## config.mk

```make
export PLATFORM = sky130hd
export DESIGN_NAME = gray_monitor
export DESIGN_NICKNAME = d
export VERILOG_FILES = /design/src/rtl/gray_monitor.sv
export SDC_FILE = /design/constraint.sdc
export NUM_CORES = 1
export LEC_CHECK = 0
export ABC_AREA = 1
export BUFFER_PORTS_ARGS = -buffer_cell sky130_fd_sc_hd__buf_2
export CORE_ASPECT_RATIO = 1.75
export CORE_MARGIN = 2
export CORE_UTILIZATION = 40
export DETAILED_ROUTE_END_ITERATION = 7
export GPL_TIMING_DRIVEN = 0
export PLACE_DENSITY_LB_ADDON = 0.15
export SYNTH_ARGS = -nofsm -noshare
export SYNTH_HDL_FRONTEND = slang
export SYNTH_SLANG_ARGS = --single-unit
```

## constraint.sdc

```tcl
create_clock -name Clk -period 3.3 [get_ports Clk]
set_input_delay 0.165 -clock Clk [delete_from_list [all_inputs] [get_ports Clk]]
set_output_delay 0.165 -clock Clk [all_outputs]
set_load 0.005 [all_outputs]
```

## src/rtl/gray_monitor.sv

```systemverilog
// gray_monitor: checks a Gray-code stream for legal +1 steps, counts wraps, latches faults
module gray_monitor #(
  parameter int WIDTH     = 3,
  parameter int CNT_WIDTH = 8
) (
  input  logic                 Clk,
  input  logic                 Reset,
  input  logic                 En,
  input  logic [WIDTH-1:0]     Gray,
  input  logic                 Clear,
  output logic [WIDTH-1:0]     Binary,
  output logic                 Step,
  output logic                 Wrap,
  output logic                 Error,
  output logic [CNT_WIDTH-1:0] WrapCount,
  output logic [1:0]           State
);
  typedef enum logic [1:0] {EMPTY = 2'b00, TRACK = 2'b01, FAULT = 2'b10} state_t;
  state_t st;
  logic [WIDTH-1:0] cur, nxt;
  assign State = st;
  assign nxt = Binary + 1'b1;
  // Binary bit i is the XOR of all Gray bits at or above i
  for (genvar i = 0; i < WIDTH; i++) begin : g_conv
    assign cur[i] = ^(Gray >> i);
  end
  // Binary doubles as the last accepted value, so no separate prev register
  always_ff @(posedge Clk) begin
    if (!Reset || Clear) begin
      st        <= EMPTY;
      Binary    <= '0;
      Step      <= 1'b0;
      Wrap      <= 1'b0;
      Error     <= 1'b0;
      WrapCount <= '0;
    end else begin
      Step <= 1'b0;
      Wrap <= 1'b0;
      if (En) begin
        case (st)
          EMPTY: begin
            Binary <= cur;
            st     <= TRACK;
          end
          TRACK: begin
            if (cur == nxt) begin
              Binary <= cur;
              Step   <= 1'b1;
              if (&Binary) begin
                Wrap <= 1'b1;
                if (!(&WrapCount)) WrapCount <= WrapCount + 1'b1;
              end
            end else if (cur != Binary) begin
              Error <= 1'b1;
              st    <= FAULT;
            end
          end
          default: ;
        endcase
      end
    end
  end
endmodule

```

==> impl_summary.txt, run 1 <==
----------------------------------------------------
[Synth]
  Synth top area share ... 0.3241
  Area leader, netlist ... sky130_fd_sc_hd__dfxtp_1
  Synth cell types ... 23
  Summed instance area of the synthesized netlist ... 988.4 um2
  Post-synthesis sequential element count ... 16
  Cell types occupying the most area after synthesis ... sky130_fd_sc_hd__dfxtp_1, sky130_fd_sc_hd__nand2_1, sky130_fd_sc_hd__inv_1, sky130_fd_sc_hd__nand3_1, sky130_fd_sc_hd__nor2_1
  Post-synth net total ... 147
  Total of warnings raised by yosys ... 0
  Proportion of synthesized chip area in sequential cells ... 0.3241
  Post-synthesis area per instance ... 7.215 um2
  Post-Syn Instances ... 137

[Timing]
  Setup violation total in the final timing report ... 0
  Total negative slack ... 0 ns
  Part of the cycle the worst path needs ... 0.5479
  Number of hold violations in the final report ... 0
  Max-slew headroom ... 0.6811
  Time the worst path needs with I/O delays and setup ... 1.808 ns
  RSZ-0062 raised after global routing ... false
  Tightest Pin Transition ... 0.4767 ns
  Worst path setup slack after routing ... 1.492 ns
  Final Skew ... 0.007065 ns
  Fmax achieved ... 553.0 MHz
  Count of final max-slew check failures ... 0

[Pwr]
  P_leak ... 0.5780 nW
  Clock group share of total power ... 0.396
  Combinational power share ... 0.152
  Cell Pwr Density ... 373.4 nW/um2
  Share of total power in sequential cells ... 0.452
  Net switching power of the design ... 114.4 uW
  Peak supply drop ... 329.3 uV
  Cell internal power dissipation ... 326.2 uW
  Net Sw Frac ... 0.2596

[Critical path]
  CP max stage cell ... sky130_fd_sc_hd__dfxtp_1
  End of the worst register-to-register path ... WrapCount[7]
  Classification of the worst setup path ... flip-flop to flip-flop
  Count of cells along the worst register-to-register path ... 7
  Setup slack of the most critical reg-to-reg path ... 1.49 ns
  Worst path required time ... 3.48 ns
  Sum of buffers and inverters on the critical path ... 0
  Cell occurring most often along the worst timing path ... sky130_fd_sc_hd__ha_1
  Worst path top cell family by delay ... simple AND/OR/NAND/NOR gates
  Critical Path Sink Type ... flip-flop
  List of cells traversed by the critical path ... ha_1, ha_1, xor2_1, nand3b_1, nor2_4, nand4_1, a21oi_1
  CP max FO ... 8
  Setup crit start kind ... flip-flop
  Worst stage delay on the critical path ... 0.34 ns
  Reg2Reg Launch Point ... Binary[0]
  Arrival time of the worst setup path ... 1.99 ns

[Global routing]
  Global-route wire length before repair ... 3767 um
  Largest net degree at the start of global routing ... 10
  Global routing usage summed across all routing layers ... 0.1634
  Via count of the first global-routing pass ... 883
  Congestion Overflow GR ... 0
  Number of antenna violations at the first check in global routing ... 0

[Cells and area]
  Antenna cell count ... 0
  Layout overhead on the synthesized area ... 19.37%
  Most common cell after layout, fill and taps aside ... sky130_fd_sc_hd__nand2_1
  Post-layout net count ... 173
  Fraction of layout cells with a size suffix above 1 ... 0.2654
  Top library cells by usage in the layout, fill and taps aside ... sky130_fd_sc_hd__nand2_1, sky130_fd_sc_hd__buf_2, sky130_fd_sc_hd__inv_1
  Number of filler cells placed in the layout ... 250

[Clock network]
  Cell at the root of the clock tree ... sky130_fd_sc_hd__clkbuf_8
  Clock latency on the worst-skew pair ... 0.25 ns
  TritonCTS clock tree ... built
  CTS clk-pin slew, worst paths ... 0.07 ns
  Number of instances resized during post-cts repair ... 0
  CTS max path bufs ... 2
  Sinks on Clock Net ... 16
  Number of clock buffers inserted by TritonCTS ... 3
  Post-CTS Hold Fix Bufs ... 0
  Depth of the CTS H-tree ... 1
  Number of buffers added for setup after CTS ... 0

[Floorplanning]
  Number of top-level pins ... 23
  Starting Density ... 0.4240
  Full die area ... 2900 um2
  Vertical die dimension ... 69.76 um
  Die Span X ... 41.58 um
  Placement row count ... 23
  Core box area ... 2331 um2

[Route]
  Detailed router's first-iteration violation count ... 14
  Total vias in the final route ... 911
  Antenna-violating nets left ... 0
  Avg Vias per Cell ... 4.872
  Routed length per placed instance ... 11.11 um
  First-pass DRT Iterations ... 4
  DRC violations left ... 0
  Drt total wl ... 2078 um

[Worst hold path]
  Cell count of the worst hold path ... 3
  Min-delay src ... Gray[2]
  Worst hold-check path type ... input pin to flip-flop
  Hold Path Sink ... Binary[2]

[Outcome]
  Outcome ... complete, no violations

[Place]
  Dpl ws ... 1.479 ns
  Count of input and output buffers ... 21
  Final weighted congestion in routability-driven placement ... 0.8725
  Post-detail-place hpwl ... 1633 um

[Flow run]
  Total of max-cap violations ... 0

----------------------------------------------------
## kinds of logic after synthesis
kind of cell | Yosys count | share of synthesized area
DFF | 16 | 0.3241
xor gates and xnor gates | 8 | 0.07088
adders and majority gates | 3 | 0.03798
and+or+nand+nor | 77 | 0.4114
buffers and inverters | 20 | 0.08607
AOI/OAI and AO/OA | 13 | 0.06962
## how the worst max path moves through the flow
stage	startpoint	to	slack, ns	depth (start not counted)
6_report	Binary[0]	WrapCount[7]	1.49	7
5_1_grt	Binary[1]	WrapCount[3]	1.34	7
4_1_cts	Binary[0]	WrapCount[2]	1.47	7
3_5_place_dp	Binary[0]	WrapCount[7]	1.48	7
3_3_place_gp	Binary[0]	WrapCount[1]	1.48	7
2_1_floorplan	Binary[0]	WrapCount[2]	1.64	7
## metrics by stage
step           power [mW]  utilization  cells  area, um2  hold slack (ns)
6_report           0.4405       0.5062    187       1180           0.2152
5_1_grt            0.4609       0.5062    187       1180           0.2620
4_1_cts            0.4471       0.5062    187       1180           0.2259
3_5_place_dp       0.2713       0.4826    183       1125           0.4442
3_3_place_gp       0.2700       0.4826    183       1125           0.4388
2_1_floorplan      0.2548            -    137      988.4           0.3864
## synthesized netlist by cell type (all sizes together)
master,n
nand3b,2
nor3,1
nand4,8
dfxtp,16
xnor2,4
a21oi,11
nand2,36
o21ai,2
inv,18
clkinv,1
buf,1
xor2,4
ha,3
nor2,17
nand3,13
## sequential cells by signal, summed over array words and instances, names as in the netlist
register	count
Binary	3
Error	1
Wrap	1
State	2
WrapCount	8
Step	1
## area by class of cell
type                    count  area (um2)  share of cell area
multi-input cells         101       583.1              0.4942
repair buffers             21       105.1             0.08908
plain buffers               1       11.26            0.009544
clock buffers               4       55.05             0.04666
flip-flops and latches     16       320.3              0.2715
well taps                  25       31.28             0.02651
inverters                  19       73.82             0.06257
## tightest hold or removal path, stage by stage
cell	delay [ns]
sky130_fd_sc_hd__buf_6	0.11
sky130_fd_sc_hd__nor2_1	0.05
sky130_fd_sc_hd__nor2_1	0.10
## power groups by stage
stage	Sequential (mW)	Combinational (mW)	Clock, mW
floorplan	0.203	0.0515	0
global placement	0.203	0.0665	0
detailed placement	0.203	0.0679	0
CTS	0.199	0.0681	0.180
global route	0.200	0.0763	0.185
finish	0.199	0.0669	0.174
## metal layers
| layer | part of all wire | up-vias | global-route usage |
|---|---|---|---|
| met1 | 0.41 | 394 | 0.1837 |
| li1 | - | 489 | - |
| met3 | 0.037 | 7 | 0.01823 |
| met2 | 0.52 | 21 | 0.2830 |
| met5 | 0 | - | 0 |
| met4 | 0.037 | 0 | 0.1004 |
(Power assumes the default switching activity.)
==> inputs of run 2 (changes only) <==
- clock period: 3.3 -> 1.5 ns (I/O delays scaled with it)
==> run 2 against run 1 <==
The flow now finishes with violations (negative setup slack). Global-route usage up 1.2 points. Final cell count rose by 3.2%. Flip-flop and latch count stayed put. Routed wire length rose by 14%. Count of clock-buffer cells in the layout unchanged. Worst setup slack worse by 1.7 ns. Sequential power grew 120%. Largest cell class unchanged.
==> impl_summary.txt, run 2 (synthesis results as in run 1) <==
----------------------------------------------------
[Critical path]
  Critical path origin ... Binary[0] (unchanged)
  Arrival time of the worst setup path ... 1.85 ns (was 1.99 ns)
  Setup slack of the most critical reg-to-reg path ... -0.17 ns (was 1.49 ns)
  Reg2Reg Launch Point ... Binary[0] (unchanged)
  End of the worst register-to-register path ... WrapCount[4] (was WrapCount[7])
  Critical Path Sink Type ... flip-flop (unchanged)
  Classification of the worst setup path ... flip-flop to flip-flop (unchanged)
  CP max FO ... 8 (unchanged)
  Setup crit start kind ... flip-flop (unchanged)
  Worst path required time ... 1.68 ns (was 3.48 ns)
  Count of cells along the worst register-to-register path ... 7 (unchanged)

[Floorplanning]
  Starting Density ... 0.4240 (unchanged)
  Core box area ... 2331 um2 (unchanged)
  Number of top-level pins ... 23 (unchanged)
  Die Span X ... 41.58 um (unchanged)
  Full die area ... 2900 um2 (unchanged)
  Placement row count ... 23 (unchanged)
  Vertical die dimension ... 69.76 um (unchanged)

[Outcome]
  Outcome ... finished, violations left (was complete, no violations)
  Violations in the final reports ... negative setup slack

[Pwr]
  Cell Pwr Density ... 776.9 nW/um2 (was 373.4 nW/um2)
  Cell internal power dissipation ... 734.5 uW (was 326.2 uW)
  Peak supply drop ... 524.4 uV (was 329.3 uV)
  Net switching power of the design ... 267.6 uW (was 114.4 uW)
  Combinational power share ... 0.177 (was 0.152)
  Clock group share of total power ... 0.388 (was 0.396)
  Share of total power in sequential cells ... 0.435 (was 0.452)
  P_leak ... 0.6196 nW (was 0.5780 nW)
  Net Sw Frac ... 0.2671 (was 0.2596)

[Worst hold path]
  Hold Path Sink ... Binary[2] (unchanged)
  Cell count of the worst hold path ... 3 (unchanged)
  Worst hold-check path type ... input pin to flip-flop (unchanged)
  Min-delay src ... Gray[2] (unchanged)

[Clock network]
  Depth of the CTS H-tree ... 1 (unchanged)
  Clock latency on the worst-skew pair ... 0.25 ns (about the same)
  Cell at the root of the clock tree ... sky130_fd_sc_hd__clkbuf_8 (unchanged)
  Post-CTS Hold Fix Bufs ... 0 (unchanged)
  CTS clk-pin slew, worst paths ... 0.07 ns (about the same)
  CTS max path bufs ... 2 (unchanged)
  Sinks on Clock Net ... 16 (unchanged)
  Number of clock buffers inserted by TritonCTS ... 3 (unchanged)
  TritonCTS clock tree ... built (unchanged)

[Timing]
  Final Skew ... 0.003013 ns (was 0.007065 ns)
  Count of final max-slew check failures ... 0 (unchanged)
  Time the worst path needs with I/O delays and setup ... 1.673 ns (was 1.808 ns)
  Setup violation total in the final timing report ... 14 (was 0)
  Max-slew headroom ... 0.6477 (was 0.6811)
  Tightest Pin Transition ... 0.5265 ns (was 0.4767 ns)
  Worst path setup slack after routing ... -0.1728 ns (was 1.492 ns)
  RSZ-0062 raised after global routing ... true (was false)
  Part of the cycle the worst path needs ... 1.115 (was 0.5479)
  Number of hold violations in the final report ... 0 (unchanged)
  Fmax achieved ... 597.8 MHz (was 553.0 MHz)

[Cells and area]
  Fraction of layout cells with a size suffix above 1 ... 0.3214 (was 0.2654)
  Final core utilization ... 0.5534 (was 0.5062)
  Largest register FFs ... 8 (unchanged)
  Register ranked first by flip-flop count ... WrapCount (unchanged)
  Top library cells by usage in the layout, fill and taps aside ... sky130_fd_sc_hd__nand2_1, sky130_fd_sc_hd__buf_2, sky130_fd_sc_hd__inv_1 (unchanged)
  Layout overhead on the synthesized area ... 30.51% (was 19.37%)
  Post-layout net count ... 179 (was 173)
  Most common cell after layout, fill and taps aside ... sky130_fd_sc_hd__nand2_1 (unchanged)
  Antenna cell count ... 0 (unchanged)

[Route]
  Antenna-violating nets left ... 0 (unchanged)
  Detailed router's first-iteration violation count ... 28 (was 14)
  First-pass DRT Iterations ... 4 (unchanged)
  Avg Vias per Cell ... 5.223 (was 4.872)
  Total vias in the final route ... 1,008 (was 911)
  DRC violations left ... 0 (unchanged)
  Drt total wl ... 2363 um (was 2078 um)
  Routed length per placed instance ... 12.24 um (was 11.11 um)

[Global routing]
  Largest net degree at the start of global routing ... 11 (was 10)
  Global-route wire length before repair ... 4112 um (was 3767 um)
  Number of antenna violations at the first check in global routing ... 0 (unchanged)
  Via count of the first global-routing pass ... 1,004 (was 883)
  Congestion Overflow GR ... 0 (unchanged)
  Global routing usage summed across all routing layers ... 0.1755 (was 0.1634)

[Place]
  Count of input and output buffers ... 21 (unchanged)
  Final weighted congestion in routability-driven placement ... 0.7731 (was 0.8725)
  Dpl ws ... -0.1857 ns (was 1.479 ns)
  Post-detail-place hpwl ... 1788 um (was 1633 um)

[Flow run]
  Total of max-cap violations ... 0 (unchanged)

----------------------------------------------------
## run 2: cell count changes in the layout (fill, tap and decap cells not counted), moves of 2 or more
cell	delta
sky130_fd_sc_hd__buf_4	+4
sky130_fd_sc_hd__ha_1	-2
sky130_fd_sc_hd__dfxtp_4	+2
sky130_fd_sc_hd__dfxtp_1	-2
sky130_fd_sc_hd__ha_4	+2
## run 2: worst max path at each step
stage,cells past startpoint,to,slack [ns]
2_1_floorplan,7,WrapCount[2],0.005
3_3_place_gp,7,WrapCount[3],-0.15
3_5_place_dp,7,WrapCount[4],-0.19
4_1_cts,7,WrapCount[4],-0.19
5_1_grt,7,WrapCount[4],-0.28
6_report,7,WrapCount[4],-0.17
## run 2: timing repair
item,CTS,global route
pin swaps,9,6
buffers inserted,5,0
setup endpoints to repair,16,16
gates resized for setup,3,0
gates cloned,1,0
## run 2: power by group through the flow
stage | sequential (mW) | combinational, mW | clock [mW]
after global placement | 0.450 | 0.151 | 0
after CTS | 0.437 | 0.180 | 0.392
after floorplan | 0.450 | 0.117 | 0
after detailed placement | 0.450 | 0.155 | 0
final | 0.436 | 0.177 | 0.388
after global routing | 0.437 | 0.197 | 0.415
## run 2: worst max-delay path: stages (launching register included)
cell and delay (ns):
sky130_fd_sc_hd__dfxtp_4 0.36, sky130_fd_sc_hd__ha_4 0.17, sky130_fd_sc_hd__ha_4 0.21, sky130_fd_sc_hd__xor2_2 0.16
sky130_fd_sc_hd__nand3b_1 0.20, sky130_fd_sc_hd__nor2_4 0.21, sky130_fd_sc_hd__nand4_1 0.13, sky130_fd_sc_hd__a21oi_1 0.16
## run 2: area by class of cell
cell class	count	area [um2]
sequential	16	327.8
buffer	1	11.26
multi-input combinational	102	635.6
fill	227	1041
timing repair buffer	26	155.1
tap	25	31.28
inverter	19	73.82
clock buffer	4	55.05
## run 2: per-stage QoR
| step | setup TNS (ns) | hold WS, ns | instances | total power, mW | instance area (um2) |
|---|---|---|---|---|---|
| floorplan | 0 | 0.2890 | 137 | 0.5672 | 1023 |
| global placement | -1.470 | 0.3594 | 183 | 0.6011 | 1160 |
| detailed placement | -1.843 | 0.3859 | 183 | 0.6050 | 1160 |
| CTS | -1.789 | 0.1286 | 193 | 1.009 | 1290 |
| global route | -3.219 | 0.1355 | 193 | 1.049 | 1290 |
| finish | -1.623 | 0.1218 | 193 | 1.002 | 1290 |
## run 2: layer usage
| metal | vias to the layer above | routed length, um | global-route usage |
|---|---|---|---|
| met5 | - | 0 | 0 |
| met4 | 0 | 57 | 0.08602 |
| met3 | 6 | 81 | 0.01563 |
| met2 | 33 | 1354 | 0.3507 |
| met1 | 466 | 869 | 0.1661 |
| li1 | 503 | - | - |
